===== config.mk =====
export PLATFORM = sky130hd
export DESIGN_NAME = cordic_iter_core
export DESIGN_NICKNAME = d
export VERILOG_FILES = /design/src/rtl/cordic_pkg.sv /design/src/rtl/cordic_rot_engine.sv /design/src/rtl/cordic_iter_core.sv
export SDC_FILE = /design/constraint.sdc
export NUM_CORES = 1
export LEC_CHECK = 0
export ABC_CLOCK_PERIOD_IN_PS = 15100
export BUFFER_PORTS_ARGS = -buffer_cell sky130_fd_sc_hd__buf_2
export CAP_MARGIN = 10
export CORE_ASPECT_RATIO = 1.75
export CORE_MARGIN = 2
export CORE_UTILIZATION = 35
export CTS_CLUSTER_SIZE = 14
export DETAILED_ROUTE_END_ITERATION = 6
export PLACE_DENSITY = 0.57
export SYNTH_ARGS = -nofsm -noshare
export SYNTH_HDL_FRONTEND = slang
export SYNTH_SLANG_ARGS = --single-unit
export TNS_END_PERCENT = 30

===== constraint.sdc =====
create_clock -name clk -period 15.1 [get_ports clk]
set_input_delay 1.51 -clock clk [delete_from_list [all_inputs] [get_ports clk]]
set_output_delay 1.51 -clock clk [all_outputs]
set_load 0.05 [all_outputs]

===== src/rtl/cordic_pkg.sv =====
// Shared constants, types and helpers for the iterative CORDIC cos/sin core.
// Fixed-point format throughout is signed Q2.30.
package cordic_pkg;

    localparam int ITERS     = 32;
    localparam int W         = 32;
    localparam int FRAC_BITS = 30;

    // CORDIC gain compensation 1/prod(sqrt(1+2^-2i)) in Q2.30
    localparam logic [W-1:0] K_INIT  = 32'h26DD3B6A;
    localparam logic [W-1:0] SAT_MAG = 32'h7FFFFFFF;

    typedef enum logic [0:0] {
        ST_IDLE = 1'b0,
        ST_RUN  = 1'b1
    } state_e;

    typedef struct packed {
        logic [W-1:0] value;
        logic         err;
    } unpack_t;

    // round(atan(2^-i) * 2^30); entry 31 is just below 0.5 LSB and rounds to zero
    function automatic logic [W-1:0] atan_lut(input logic [4:0] idx);
        logic [W-1:0] r;
        case (idx)
            5'd0:    r = 32'h3243F6A9;
            5'd1:    r = 32'h1DAC6705;
            5'd2:    r = 32'h0FADBAFD;
            5'd3:    r = 32'h07F56EA7;
            5'd4:    r = 32'h03FEAB77;
            5'd5:    r = 32'h01FFD55C;
            5'd6:    r = 32'h00FFFAAB;
            5'd7:    r = 32'h007FFF55;
            5'd8:    r = 32'h003FFFEB;
            5'd9:    r = 32'h001FFFFD;
            5'd10:   r = 32'h00100000;
            5'd11:   r = 32'h00080000;
            5'd12:   r = 32'h00040000;
            5'd13:   r = 32'h00020000;
            5'd14:   r = 32'h00010000;
            5'd15:   r = 32'h00008000;
            5'd16:   r = 32'h00004000;
            5'd17:   r = 32'h00002000;
            5'd18:   r = 32'h00001000;
            5'd19:   r = 32'h00000800;
            5'd20:   r = 32'h00000400;
            5'd21:   r = 32'h00000200;
            5'd22:   r = 32'h00000100;
            5'd23:   r = 32'h00000080;
            5'd24:   r = 32'h00000040;
            5'd25:   r = 32'h00000020;
            5'd26:   r = 32'h00000010;
            5'd27:   r = 32'h00000008;
            5'd28:   r = 32'h00000004;
            5'd29:   r = 32'h00000002;
            5'd30:   r = 32'h00000001;
            5'd31:   r = 32'h00000000;
            default: r = 32'h00000000;
        endcase
        return r;
    endfunction

    // float32 radians -> Q2.30; {1,m} scaled by 2^(E-120), saturating at |x| >= 2.0
    function automatic unpack_t float_to_q230(input logic [31:0] f);
        logic         sgn;
        logic [7:0]   e;
        logic [W-1:0] mant;
        logic [W-1:0] mag;
        unpack_t      r;
        sgn   = f[31];
        e     = f[30:23];
        mant  = {8'h00, 1'b1, f[22:0]};
        r.err = 1'b0;
        if (e == 8'd0) begin
            mag = 32'h00000000;
        end else if (e >= 8'd128) begin
            mag   = SAT_MAG;
            r.err = 1'b1;
        end else if (e >= 8'd120) begin
            mag = mant << (e - 8'd120);
        end else begin
            mag = mant >> (8'd120 - e);
        end
        if (sgn) begin
            r.value = ~mag + 32'd1;
        end else begin
            r.value = mag;
        end
        return r;
    endfunction

endpackage


===== src/rtl/cordic_rot_engine.sv =====
// One combinational CORDIC micro-rotation (rotation mode), reused every iteration.
// Direction is chosen by comparing the accumulated angle w against the target z.
module cordic_rot_engine
    import cordic_pkg::*;
(
    input  logic [4:0]   iter_i,
    input  logic [W-1:0] atan_i,
    input  logic [W-1:0] x_i,
    input  logic [W-1:0] y_i,
    input  logic [W-1:0] w_i,
    input  logic [W-1:0] z_i,
    output logic [W-1:0] x_o,
    output logic [W-1:0] y_o,
    output logic [W-1:0] w_o
);

    logic signed [W-1:0] x_sh_s;
    logic signed [W-1:0] y_sh_s;
    logic                rot_pos_s;

    assign x_sh_s    = $signed(x_i) >>> iter_i;
    assign y_sh_s    = $signed(y_i) >>> iter_i;
    assign rot_pos_s = ($signed(w_i) < $signed(z_i));

    // Single rotation step; all sums wrap modulo 2^32
    always_comb begin
        x_o = x_i;
        y_o = y_i;
        w_o = w_i;
        if (rot_pos_s) begin
            x_o = x_i - y_sh_s;
            y_o = y_i + x_sh_s;
            w_o = w_i + atan_i;
        end else begin
            x_o = x_i + y_sh_s;
            y_o = y_i - x_sh_s;
            w_o = w_i - atan_i;
        end
    end

endmodule


===== src/rtl/cordic_iter_core.sv =====
// Iterative CORDIC cosine/sine core: float32 angle in, Q2.30 cos/sin out after
// 32 clocked micro-rotations through a single shared rotation engine.
module cordic_iter_core
    import cordic_pkg::*;
(
    input  logic         clk,
    input  logic         rst,
    input  logic         start,
    input  logic [31:0]  angle,
    output logic         busy,
    output logic         done,
    output logic [31:0]  cos_out,
    output logic [31:0]  sin_out,
    output logic         range_err
);

    state_e       state_q, state_d;
    logic         busy_q, busy_d;
    logic         done_q, done_d;
    logic         rerr_q, rerr_d;
    logic         err_pend_q, err_pend_d;
    logic [W-1:0] cos_q, cos_d;
    logic [W-1:0] sin_q, sin_d;
    logic [W-1:0] x_q, x_d;
    logic [W-1:0] y_q, y_d;
    logic [W-1:0] w_q, w_d;
    logic [W-1:0] z_q, z_d;
    logic [4:0]   iter_q, iter_d;

    unpack_t      unp_s;
    logic [W-1:0] atan_s;
    logic [W-1:0] x_nx_s;
    logic [W-1:0] y_nx_s;
    logic [W-1:0] w_nx_s;

    assign unp_s  = float_to_q230(angle);
    assign atan_s = atan_lut(iter_q);

    cordic_rot_engine u_engine (
        .iter_i (iter_q),
        .atan_i (atan_s),
        .x_i    (x_q),
        .y_i    (y_q),
        .w_i    (w_q),
        .z_i    (z_q),
        .x_o    (x_nx_s),
        .y_o    (y_nx_s),
        .w_o    (w_nx_s)
    );

    // Control FSM and datapath next-state; results only move on the final iteration
    always_comb begin
        state_d    = state_q;
        busy_d     = busy_q;
        done_d     = 1'b0;
        rerr_d     = rerr_q;
        err_pend_d = err_pend_q;
        cos_d      = cos_q;
        sin_d      = sin_q;
        x_d        = x_q;
        y_d        = y_q;
        w_d        = w_q;
        z_d        = z_q;
        iter_d     = iter_q;
        case (state_q)
            ST_IDLE: begin
                if (start) begin
                    z_d        = unp_s.value;
                    err_pend_d = unp_s.err;
                    x_d        = K_INIT;
                    y_d        = 32'h00000000;
                    w_d        = 32'h00000000;
                    iter_d     = 5'd0;
                    busy_d     = 1'b1;
                    state_d    = ST_RUN;
                end else begin
                    busy_d = 1'b0;
                end
            end
            ST_RUN: begin
                x_d    = x_nx_s;
                y_d    = y_nx_s;
                w_d    = w_nx_s;
                iter_d = iter_q + 5'd1;
                if (iter_q == 5'(ITERS - 1)) begin
                    cos_d   = x_nx_s;
                    sin_d   = y_nx_s;
                    rerr_d  = err_pend_q;
                    busy_d  = 1'b0;
                    done_d  = 1'b1;
                    state_d = ST_IDLE;
                end else begin
                    busy_d = 1'b1;
                end
            end
            default: begin
                busy_d  = 1'b0;
                state_d = ST_IDLE;
            end
        endcase
    end

    // State and output registers; reset aborts any run without a done pulse
    always_ff @(posedge clk or posedge rst) begin
        if (rst) begin
            state_q    <= ST_IDLE;
            busy_q     <= 1'b0;
            done_q     <= 1'b0;
            rerr_q     <= 1'b0;
            err_pend_q <= 1'b0;
            cos_q      <= 32'h00000000;
            sin_q      <= 32'h00000000;
            x_q        <= 32'h00000000;
            y_q        <= 32'h00000000;
            w_q        <= 32'h00000000;
            z_q        <= 32'h00000000;
            iter_q     <= 5'd0;
        end else begin
            state_q    <= state_d;
            busy_q     <= busy_d;
            done_q     <= done_d;
            rerr_q     <= rerr_d;
            err_pend_q <= err_pend_d;
            cos_q      <= cos_d;
            sin_q      <= sin_d;
            x_q        <= x_d;
            y_q        <= y_d;
            w_q        <= w_d;
            z_q        <= z_d;
            iter_q     <= iter_d;
        end
    end

    assign busy      = busy_q;
    assign done      = done_q;
    assign cos_out   = cos_q;
    assign sin_out   = sin_q;
    assign range_err = rerr_q;

endmodule


==> run summary, run 1 <==
First-pass GRT wire length: 140400 µm
Num rows: 125
Post-route setup slack: 7.343 ns
Num CTS Buffers: 22
Worst-margin pin slew: 1.257 ns
Die ar.: 68510 µm²
Status: finished clean
IO Port Bufs: 101
Area contributors post-synth: dfrtp_1, mux4_2, ha_1, nand2_1, xnor2_1
Routed wire per std cell: 25.08 µm
GRT overflow: 0
DR vias/cell: 6.188
Synth Cell Area: 23220 µm²
# setup viols final: 0
Total Routing Usage GR: 26.98%
CTS tree: built
Final #Nets: 3008
Critical Path Start Type: register
# Post-CTS Setup Buffers: 0
Core area: 66000 µm²
Pre-CTS setup slack: 7.533 ns
Sum Neg Setup Slack: 0 ns
Slew Limit Fails: 0
RSZ-0062 raised after global routing: no
Clk sinks: 201
Initial DRT Pass Iterations: 7
Io pins: 102
Sequential area share after synthesis: 21.66%
Syn-to-layout area delta: 8.534%
HPWL Detailed: 71740 µm
Initial antenna violation count: 0
Gpl congestion: 1.035
Worst path arrival time: 8.26 ns
Clock root cell: clkbuf_16
Most frequent cell after synthesis: nand2_1
Synth cell types: 90
Syn Inst Count: 2837
H-tree depth: 1
Starting Density: 35.19%
Seq cells post-synth: 201
Via count of the routed design: 23049
DRC errors left: 0
Worst skew pair latency: 0.57 ns
Final period utilization: 51.37%
Async SR Flop Fraction: 100.0%
Detail Route Antenna Nets: 0
Top FF cell, synth: dfrtp_1
CP Max Fanout: 44
Synth warn: 0
Clock slew at reported path FFs: 0.07 ns
Relative slew slack: 15.33%
Critical Path RT: 15.61 ns
Number of flops mapped to enable cells by yosys: 0
Ant diodes: 0
CP Cell Sequence: buf_4 -> mux4_2 -> mux2_2 -> a221oi_1 -> nand4_1 -> nor4_2 -> a21oi_1 -> xnor2_1 -> ha_1 -> nand2_1 -> nor2_1 -> nand2_1 -> a21oi_1 -> o211ai_1 -> a211oi_1 -> o211ai_1 -> a2111oi_0 -> o21ai_0 -> nand3_1
Clock Path Buffers: 3
Crit path largest cell delay: 0.89 ns
Largest net degree at the start of global routing: 79
Post-CTS Resized: 0
Die H: 344.8 µm
Die W: 198.7 µm
Share of cells above drive strength 1: 13.19%
Hold_buf cts: 0
Yosys top cell area share: 21.66%
Post-Syn Nets: 3025
Max Cap Violations: 0
Crit path capture type: register
Worst min path class: register to register
Final wirelength: 93430 µm
Crit path time final: 7.757 ns
WS Path Type: register to register
Commonest cells post-synth: nand2_1, nor2_1, dfrtp_1
Worst path slowest cell: a221oi_1
DRT iter0 DRCs: 1618
Syn_area_per_cell: 8.186 µm²
Final hold vios: 0
Final Skew: 0.02745 ns
Number of global-route vias before repair: 23433
Max Fclk: 128.9 MHz
Cell taking the most area after synthesis: dfrtp_1
## through the flow
step | utilization [%] | instance area [µm²] | instances | hold WS (ns)
2_1_floorplan | - | 23220 | 2837 | 0.4386
3_3_place_gp | 36.99 | 24410 | 3682 | 0.4596
3_5_place_dp | 36.99 | 24410 | 3682 | 0.4583
4_1_cts | 38.15 | 25180 | 3722 | 0.4742
5_1_grt | 38.19 | 25210 | 3725 | 0.4899
6_report | 38.19 | 25210 | 3725 | 0.4672
## cells by family (layout without fill, tap and decap cells)
family / Yosys count / count (layout) / share of synthesized area, %
xor+xnor: 187 / 187 / 7.052
buf+inv: 282 / 281 / 4.843
compound gates: 839 / 839 / 23.94
mux: 213 / 213 / 14.67
simple gates: 962 / 962 / 19.49
flops: 201 / 201 / 21.66
fa+ha+maj: 153 / 153 / 8.340
## area by class of cell
cell class | count | area [µm²]
clock buffer | 28 | 603.1
multi-input combinational | 2354 | 17090
tap | 889 | 1112
inverter | 99 | 379.1
clock inverter | 12 | 161.4
fill | 6863 | 40800
sequential | 201 | 5042
timing repair buffer | 142 | 815.8
## critical path: cells and delay by family (launching register included)
kind                       cells  cell delay, ns
AOI/OAI and AO/OA              8            3.28
and+or+nand+nor                6            1.32
muxes                          2            0.96
DFF                            1            0.76
buffers and inverters          1            0.71
adders and majority gates      1            0.45
xor gates and xnor gates       1            0.17
## cells in the final DEF (no fill, tap or decap), drive strengths merged, types with 35 or more instances in the layout
cell	instances
a21o	49
a31oi	49
a22o	39
mux2	39
mux4	98
nor2	204
nor3	66
o31ai	35
mux2i	76
nand4	35
nand2	375
dfrtp	201
a21oi	194
xnor2	116
ha	150
xor2	71
nand3	80
o21ai	193
inv	99
buf	139
## path summary, 6_finish.rpt
kind | from | endpoint | slack, ns | depth (start not counted)
min | cos_out[17] | cos_out[17] | 0.47 | 2
min in group asynchronous | rst | cos_out[14] | 1.02 | 2
max in group asynchronous | rst | busy | 12.72 | 3
max | iter_q[0] | x_q[31] | 7.34 | 19
min reg2reg | cos_out[17] | cos_out[17] | 0.47 | 2
max reg2reg | iter_q[0] | x_q[31] | 7.34 | 19
## layer usage
layer	share of wire [%]	routed length (µm)	vias up	track usage [%]
met3	5.1	4738	398	4.262
met4	10	9690	0	24.46
met2	53	49650	970	51.49
met1	31	29350	11123	23.95
met5	0	0	-	0
li1	-	-	10558	-
## sequential cells by signal (all words and copies together), names as in the netlist
name        cells
iter_q          5
y_q            32
err_pend_q      1
cos_out        32
range_err       1
done            1
busy            1
x_q            32
sin_out        32
w_q            32
z_q            32
Power of run 1 is left out: the tool's default activity adds up to more than one toggle a clock period on the data nets, which glitch-free logic cannot reach.
==> run 2, diff against run 1 <==
--- a/config.mk
+++ b/config.mk
@@ -5,7 +5,7 @@
 export SDC_FILE = /design/constraint.sdc
 export NUM_CORES = 1
 export LEC_CHECK = 0
-export ABC_CLOCK_PERIOD_IN_PS = 15100
+export ABC_CLOCK_PERIOD_IN_PS = 7700
 export BUFFER_PORTS_ARGS = -buffer_cell sky130_fd_sc_hd__buf_2
 export CAP_MARGIN = 10
 export CORE_ASPECT_RATIO = 1.75
==> constraint.sdc (replaced) <==
create_clock -name clk -period 7.7 [get_ports clk]
set_input_delay 0.77 -clock clk [delete_from_list [all_inputs] [get_ports clk]]
set_output_delay 0.77 -clock clk [all_outputs]
set_load 0.05 [all_outputs]
==> run 2 against run 1 <==
Against the previous run: sequential share of layout area down 0.14 points; non-clock buffer count up 30; via count about the same; critical path type unchanged; highest routed layer is now met5.
==> run summary, run 2 (synthesis results as in run 1) <==
Starting Density: 35.19% (unchanged)
Most frequent cells in the layout: nand2_1, nor2_1, dfrtp_1
CP Max Fanout: 44 (unchanged)
Max Cap Violations: 0 (unchanged)
Sum Neg Setup Slack: 0 ns (unchanged)
Final #Nets: 3037 (+0.96%)
H-tree depth: 1 (unchanged)
Num CTS Buffers: 21 (-4.5%)
Final wirelength: 97030 µm (+3.9%)
RSZ-0062 raised after global routing: no
Crit path time final: 7.078 ns (-0.6792 ns)
GRT overflow: 0 (unchanged)
Number of global-route vias before repair: 23553 (+0.51%)
Relative slew slack: 6.798% (-8.5 points)
Worst-margin pin slew: 1.383 ns (+0.1267 ns)
Die W: 198.7 µm (unchanged)
Worst skew pair latency: 0.56 ns (about the same)
Clock root cell: clkbuf_16
IO Port Bufs: 101 (unchanged)
Pre-CTS setup slack: 0.5334 ns (-6.999 ns)
Initial DRT Pass Iterations: 6 (-1)
Final Skew: 0.01700 ns (-0.01045 ns)
Syn-to-layout area delta: 9.278%
Worst path arrival time: 7.51 ns (-0.75 ns)
Status: finished clean
Critical Path Start Type: register
Max Fclk: 141.3 MHz (+9.6%)
Share of cells above drive strength 1: 14.07% (+0.88 points)
First-pass GRT wire length: 144700 µm (+3.1%)
Slew Limit Fails: 0 (unchanged)
Worst min path class: input pin to asynchronous set/reset pin
Clk sinks: 201 (unchanged)
Final hold vios: 0 (unchanged)
WS Path Type: register to register
Gpl congestion: 1.007 (-2.6%)
Via count of the routed design: 23031 (-0.078%)
DRT iter0 DRCs: 1503 (-7.1%)
Crit path capture type: register
Io pins: 102 (unchanged)
Non-Filler Instances: 3753 (+0.75%)
Detail Route Antenna Nets: 0 (unchanged)
CTS tree: built
Clock slew at reported path FFs: 0.07 ns (about the same)
DR vias/cell: 6.137 (-0.82%)
# setup viols final: 0 (unchanged)
Total Routing Usage GR: 28.04% (+1.1 points)
Final period utilization: 91.92% (+41 points)
# Post-CTS Setup Buffers: 0 (unchanged)
Clock Path Buffers: 3 (unchanged)
Die H: 344.8 µm (unchanged)
Die ar.: 68510 µm² (unchanged)
Post-CTS Resized: 0 (unchanged)
Initial antenna violation count: 2 (+2)
Placed Cells incl. Taps: 3715 (+0.90%)
DRC errors left: 0 (unchanged)
Largest net degree at the start of global routing: 101 (+28%)
Commonest non-fill, non-tap cell in the layout: nand2_1
Routed wire per std cell: 25.85 µm (+3.1%)
Ant diodes: 0 (unchanged)
Hold_buf cts: 0 (unchanged)
Critical Path RT: 8.13 ns (-7.48 ns)
Core area: 66000 µm² (unchanged)
Num rows: 125 (unchanged)
Post-route setup slack: 0.6222 ns (-6.721 ns)
HPWL Detailed: 74820 µm (+4.3%)
[run 2: cell count changes in the layout (fill, tap and decap cells not counted), moves of 3 or more]
| cell | delta |
|---|---|
| buf_12 | +3 |
| bufinv_16 | -3 |
| clkbuf_4 | -3 |
| buf_4 | +30 |
| clkinvlp_4 | -5 |
[run 2: area by class of cell]
type	count	area, µm²
multi-input cells	2354	17100
fillers	6876	40620
well taps	889	1112
clock buffers	31	613.1
inverters	99	379.1
flip-flops and latches	201	5042
repair buffers	172	1079
clock inverters	7	48.80
[run 2: critical path: stages, from the launching register on]
cell and delay [ns]:
dfrtp_4 0.91, buf_4 0.39, mux2_2 0.39, mux2i_1 0.33, mux2i_1 0.16, a221oi_1 0.76, nand4_1 0.36, nor4b_4 0.48
nand2_1 0.23, nor3_1 0.45, a21oi_1 0.16, xnor2_1 0.17, ha_1 0.37, a21o_1 0.20, a21o_1 0.19, a41oi_1 0.26
o21bai_1 0.10, a21oi_1 0.44, a2111oi_0 0.20, o21ai_0 0.25, nand3_1 0.11
[run 2: through the flow]
step	util, %	area [µm²]	hold WS, ns
3_3_place_gp	37.43	24710	0.4574
5_1_grt	38.45	25380	0.3221
2_1_floorplan	-	23220	0.4386
6_report	38.45	25380	0.2842
4_1_cts	38.44	25370	0.2824
3_5_place_dp	37.43	24710	0.4578
[run 2: worst paths after layout]
kind | startpoint | end | slack, ns | cells after the start
max | iter_q[0] | x_q[31] | 0.62 | 20
min | rst | cos_out[15] | 0.28 | 2
max reg2reg | iter_q[0] | x_q[31] | 0.62 | 20
min reg2reg | cos_out[4] | cos_out[4] | 0.47 | 2
max in group asynchronous | rst | y_q[11] | 6.07 | 3
min in group clk | cos_out[4] | cos_out[4] | 0.47 | 2
[run 2: metal layers]
metal  vias up  global-route usage (%)  share of wire, %
met3       365                   4.174               4.8
li1      10591                       -                 -
met5         -                       0             0.019
met2       899                   53.55                53
met4         2                   26.76                11
met1     11174                   24.49                31
Power of run 2 is left out for the same reason.
